$ cat src/rtl/data_mem_arbiter.sv
// -----------------------------------------------------------------------------
// data_mem_arbiter
//
// Shares one single-port data RAM between the CPU MEM stage and the debug unit.
// Each access takes two cycles: an ISSUE cycle that drives the RAM port and a
// RESP cycle that returns the RAM read data together with a one-cycle ack.
// When both sides request at once, round-robin arbitration decides, so neither
// side can be starved.
//
// Parameters
//   len     data word width
//   ADDR_W  RAM word-address width
//
// Ports
//   clk, reset                    clock; asynchronous active-high reset
//   cpu_req/we/addr/wdata         CPU access request (level, held until ack)
//   cpu_ack, cpu_rdata            CPU completion pulse and load data
//   cpu_stall                     pipeline freeze while a CPU access is pending
//   dbg_req/addr                  debug read request (level, held until ack)
//   dbg_ack, dbg_rdata            debug completion pulse and read data
//   ram_en/we/addr/din            RAM port controls
//   ram_dout                      RAM read data, one cycle after ram_en
// -----------------------------------------------------------------------------
module data_mem_arbiter #(
   parameter int unsigned len    = 32,
   parameter int unsigned ADDR_W = 11
) (
   input  logic              clk,
   input  logic              reset,

   input  logic              cpu_req,
   input  logic              cpu_we,
   input  logic [ADDR_W-1:0] cpu_addr,
   input  logic [len-1:0]    cpu_wdata,
   output logic              cpu_ack,
   output logic [len-1:0]    cpu_rdata,
   output logic              cpu_stall,

   input  logic              dbg_req,
   input  logic [ADDR_W-1:0] dbg_addr,
   output logic              dbg_ack,
   output logic [len-1:0]    dbg_rdata,

   output logic              ram_en,
   output logic              ram_we,
   output logic [ADDR_W-1:0] ram_addr,
   output logic [len-1:0]    ram_din,
   input  logic [len-1:0]    ram_dout
);

   // FSM state encoding
   localparam logic [2:0] StIdle     = 3'd0;
   localparam logic [2:0] StIssueCpu = 3'd1;
   localparam logic [2:0] StRespCpu  = 3'd2;
   localparam logic [2:0] StIssueDbg = 3'd3;
   localparam logic [2:0] StRespDbg  = 3'd4;

   // last_grant encoding
   localparam logic GrantCpu = 1'b0;
   localparam logic GrantDbg = 1'b1;

   logic [2:0] state_q, state_d;
   logic       last_grant_q, last_grant_d;

   // ---------------------------------------------------------------------------
   // State registers. Reset leaves last_grant at DBG so the first tie goes to
   // the CPU.
   // ---------------------------------------------------------------------------
   always_ff @(posedge clk or posedge reset) begin
      if (reset) begin
         state_q      <= StIdle;
         last_grant_q <= GrantDbg;
      end else begin
         state_q      <= state_d;
         last_grant_q <= last_grant_d;
      end
   end

   // ---------------------------------------------------------------------------
   // Next-state logic
   // ---------------------------------------------------------------------------
   always_comb begin
      state_d      = state_q;
      last_grant_d = last_grant_q;
      case (state_q)
         StIdle: begin
            // CPU wins when it is alone, or on a tie if DBG was served last.
            if (cpu_req && (!dbg_req || (last_grant_q == GrantDbg))) begin
               state_d      = StIssueCpu;
               last_grant_d = GrantCpu;
            end else if (dbg_req) begin
               state_d      = StIssueDbg;
               last_grant_d = GrantDbg;
            end
         end
         StIssueCpu: state_d = StRespCpu;
         StIssueDbg: state_d = StRespDbg;
         StRespCpu: begin
            // cpu_req is still high this cycle for the access just acked, so
            // only the other side is looked at.
            if (dbg_req) begin
               state_d      = StIssueDbg;
               last_grant_d = GrantDbg;
            end else begin
               state_d = StIdle;
            end
         end
         StRespDbg: begin
            if (cpu_req) begin
               state_d      = StIssueCpu;
               last_grant_d = GrantCpu;
            end else begin
               state_d = StIdle;
            end
         end
         default: state_d = StIdle;
      endcase
   end

   // ---------------------------------------------------------------------------
   // Outputs are decoded straight from the state register, so an asynchronous
   // reset drops the RAM strobes and acks immediately. A store is only lost
   // if reset arrives before the edge that ends ISSUE_CPU.
   // ---------------------------------------------------------------------------
   always_comb begin
      ram_en    = 1'b0;
      ram_we    = 1'b0;
      ram_addr  = '0;
      ram_din   = '0;
      cpu_ack   = 1'b0;
      cpu_rdata = '0;
      dbg_ack   = 1'b0;
      dbg_rdata = '0;
      case (state_q)
         StIssueCpu: begin
            ram_en   = 1'b1;
            ram_we   = cpu_we;
            ram_addr = cpu_addr;
            ram_din  = cpu_wdata;
         end
         StIssueDbg: begin
            // Debug port is read-only.
            ram_en   = 1'b1;
            ram_addr = dbg_addr;
         end
         StRespCpu: begin
            cpu_ack   = 1'b1;
            cpu_rdata = ram_dout;
         end
         StRespDbg: begin
            dbg_ack   = 1'b1;
            dbg_rdata = ram_dout;
         end
         default: ;
      endcase
   end

   assign cpu_stall = cpu_req & ~cpu_ack;

endmodule

$ cat config.mk
export PLATFORM = sky130hd
export DESIGN_NAME = data_mem_arbiter
export DESIGN_NICKNAME = d
export VERILOG_FILES = /design/src/rtl/data_mem_arbiter.sv
export SDC_FILE = /design/constraint.sdc
export NUM_CORES = 1
export LEC_CHECK = 0
export ABC_AREA = 1
export BUFFER_PORTS_ARGS = -buffer_cell sky130_fd_sc_hd__buf_2
export CAP_MARGIN = 20
export CORE_AREA = 5 5 76 78
export CTS_BUF_LIST = sky130_fd_sc_hd__clkbuf_8
export CTS_CLUSTER_SIZE = 28
export DETAILED_ROUTE_END_ITERATION = 7
export DIE_AREA = 0 0 81 83
export PLACE_DENSITY_LB_ADDON = 0.08
export SLEW_MARGIN = 0
export SYNTH_ARGS = -nofsm -noshare
export SYNTH_HDL_FRONTEND = slang
export SYNTH_SLANG_ARGS = --single-unit
export TNS_END_PERCENT = 30
$ cat constraint.sdc
create_clock -name clk -period 2.15 [get_ports clk]
set_input_delay 0.3225 -clock clk [delete_from_list [all_inputs] [get_ports clk]]
set_output_delay 0.3225 -clock clk [all_outputs]
set_load 0.1 [all_outputs]
==> out/results.txt <==
The run finished with clean final reports. The area of the mapped netlist was 1190 sq um. The clock-pin slew on the worst setup and hold paths is 30 ps. Once detail routing completed, the nets flagged for antenna violations numbered 0. The cell depth of the worst flop-to-flop path works out to 6. On the worst path, the slowest cell contributes a delay of 410 ps.

Remaining global-route overflow: 0. The endpoint identified for the worst register-to-register timing path is state_q[1]$_DFFE_PP0P_. TritonCTS built the clock tree. Data on the critical path is required at its endpoint by 1830 ps. For the total cell area at the placement stage, the log shows 4030 sq um. The final core area utilization came out at 81.6%.

The tools report the number of iterations in the first detailed-routing pass as 4. The number of sinks driven by the clock tree was 4. For the number of post-CTS setup repair buffers, the log shows 0.

The start-to-end type of the worst setup path was flop to output port. After routing the design area is 4090 sq um. The data arrival time of the critical path is 1660 ps, and the post-route clock skew is 2.88 ps. The logs give 6.61 mm for the detailed-route wire length and 395 ps for the hold slack. The worst slew slack as a fraction of its limit was 58.9%. The leading area contributor after synthesis was inv_1. The tools report the clock root buffer master as clkbuf_8. The Yosys warning count is 0, and the maximum net fanout on the critical path is 34. The count of pins on the block boundary is 203, and the total clock buffers created by CTS is 3. The number of input and output port buffers inserted is 202. The number of diodes is 0. Setup violations remaining at the end of the flow were counted as 0. The number of DRC violations after detailed-routing iteration 0 is 47. In this run the critical register-to-register path is launched from state_q[0]$_DFFE_PP0P_. For the sequential fraction of the synthesis area, the log shows 8.54%. In this run the worst hold path is classified as input port to flop. Dividing the detail-routed via count by the number of cells gives 4.05. The worst path needs 1980 ps of the cycle, external delays included. The total half-perimeter wirelength after legalization and detailed placement came out at 6.12 mm. The total count of hold-check failures in the final report came out at 0. Following the worst setup path forward leads to its endpoint at ram_din[12].

In the final layout, the share of cells above drive strength 1 is 56.1%. Maximum frequency from static timing analysis: 505 MHz. In the synthesized netlist, the number of instances is 247. The number of nets in the synthesized netlist is 338. In this run, synthesis produced a sequential element count of 4. Walking the worst path, the cells encountered are nor2_4 -> nand2_2 -> nor2_1 -> buf_12. The combined buffer and inverter count along the critical path is 1, and the distinct cell type count of the synthesized netlist is 13. Dividing the detail-routed wire length by the instance count gives 12.8 um. The congestion estimate from routability-driven global placement came to 0.766.

The pin count of the biggest net entering global routing is 35. The logs give 338 for the number of filler instances in the final layout and 538 for the final-stage net count. In this run the most critical hold path is launched from dbg_req. Measured along the x axis, the die boundary spans 81 um. Deepest level of the CTS H-tree: 1. The worst-margin pin slew works out to 616 ps. The tools report the element type at the critical path start as a flop.

For flop-to-flop paths, the worst setup slack is 770 ps. Across the whole layout, storage elements account for 101 sq um. The clock latency on the worst-skew pair came out at 210 ps. The floorplan has 26 rows.

The die extent in y was 83 um. The most common cell after layout, fill and taps aside was buf_12. From synthesis to final layout, the design area changed by 244%. The origin of the worst setup path was state_q[2]$_DFFE_PP0P_. The DRC violations left came out at 0. The worst setup path is captured at an output port.

The final-report max-slew violation count is 0. The tools report the total area of multi-input combinational cells as 852 sq um. The die outline area is 6720 sq um, and the final critical-path share of the clock period is 92.0%. The via count came out at 2090. The initial antenna violation count was 0; the global-route wire length before repair was 10.2 mm.

Setup repair after global routing left no endpoint under its margin. Of the post-synthesis cell area, the dominant cell type holds 23.7%. The number of global-route vias before repair is 2113. Adding up every negative setup slack in the final design gives 0 ps. The clock passes through at most 2 buffers.

By area the synthesized netlist is led by inv_1, nor2_1, nor2_2. The total stage count of the critical path works out to 4. For this configuration, the core starts out at a cell density of 23.7%. The tool flagged a number of max-cap violations equal to 0. The global-route usage over all layers came out at 19.0%. In this design, the largest share of critical-path delay is due to simple AND/OR/NAND/NOR gates. The standard cell with the maximum stage delay on the critical path is dfrtp_1. The total core area is 5010 sq um, and the average instance area after synthesis is 4.81 sq um. The top cell types in the final layout, fill and taps aside, are buf_12, buf_2, inv_1, nor2_1, nor2_4.
[through the flow]
stage	std cells	setup slack, ps
after global routing	516	17.5
final	516	172
after CTS	516	76.3
after global placement	511	333
after detailed placement	511	308
after floorplan	247	-242
[layout make-up]
type	count	area share (%)
Clock buffer	3	1.01
Clock inverter	1	0.0919
Inverter	78	7.29
Multi-Input combinational cell	153	20.9
Sequential cell	4	2.48
Tap cell	70	2.14
Timing Repair Buffer	207	66.1
[worst reg2reg max path: cells and delay by family, from the launching register on]
family	cells	cell delay [ps]
buffers and inverters	1	100
and+or+nand+nor	5	790
DFF	1	390
[sequential cells by signal, summed over array words and instances (netlist names)]
signal,cells
last_grant_q,1
state_q,3
[how the worst min path moves through the flow]
stage,end,slack (ps),depth (start not counted)
after floorplan,state_q[0]$_DFFE_PP0P_,90,1
after global placement,state_q[1]$_DFFE_PP0P_,200,2
after detailed placement,state_q[2]$_DFFE_PP0P_,210,2
after CTS,last_grant_q$_DFFE_PP1P_,400,3
after global routing,last_grant_q$_DFFE_PP1P_,410,3
final,last_grant_q$_DFFE_PP1P_,400,3
[metal layers]
layer	vias up	global-route usage, %	wire [um]	share of wire, %
met5	-	0	0	0
met4	0	4.92	152	2.3
met3	12	5.84	782	12
met2	123	37.8	3690	56
met1	886	17.9	1990	30
li1	1069	-	-	-
[cell usage after synthesis]
master / n
nand3_1: 15
nand2_1: 30
nor2_1: 73
dfstp_2: 1
nor2_2: 31
buf_2: 5
inv_2: 3
nand2_2: 1
dfrtp_1: 3
inv_1: 75
nor2_4: 2
buf_6: 7
a21oi_1: 1
[kinds of logic after synthesis]
| group | Yosys count | share of synthesized area, % |
|---|---|---|
| AOI/OAI and AO/OA | 1 | 0.421 |
| buffers and inverters | 90 | 33.4 |
| DFF | 4 | 8.54 |
| and+or+nand+nor | 152 | 57.6 |
[timing repair]
action                                 in CTS  in global routing
hold buffers                                1                  0
endpoints found under the hold margin       3                  0
resized for setup                           0                  1
setup endpoints to repair                   0                  1
Power is left out: the tool's default activity adds up to more than one toggle a clock period on the data nets, which glitch-free logic cannot reach.
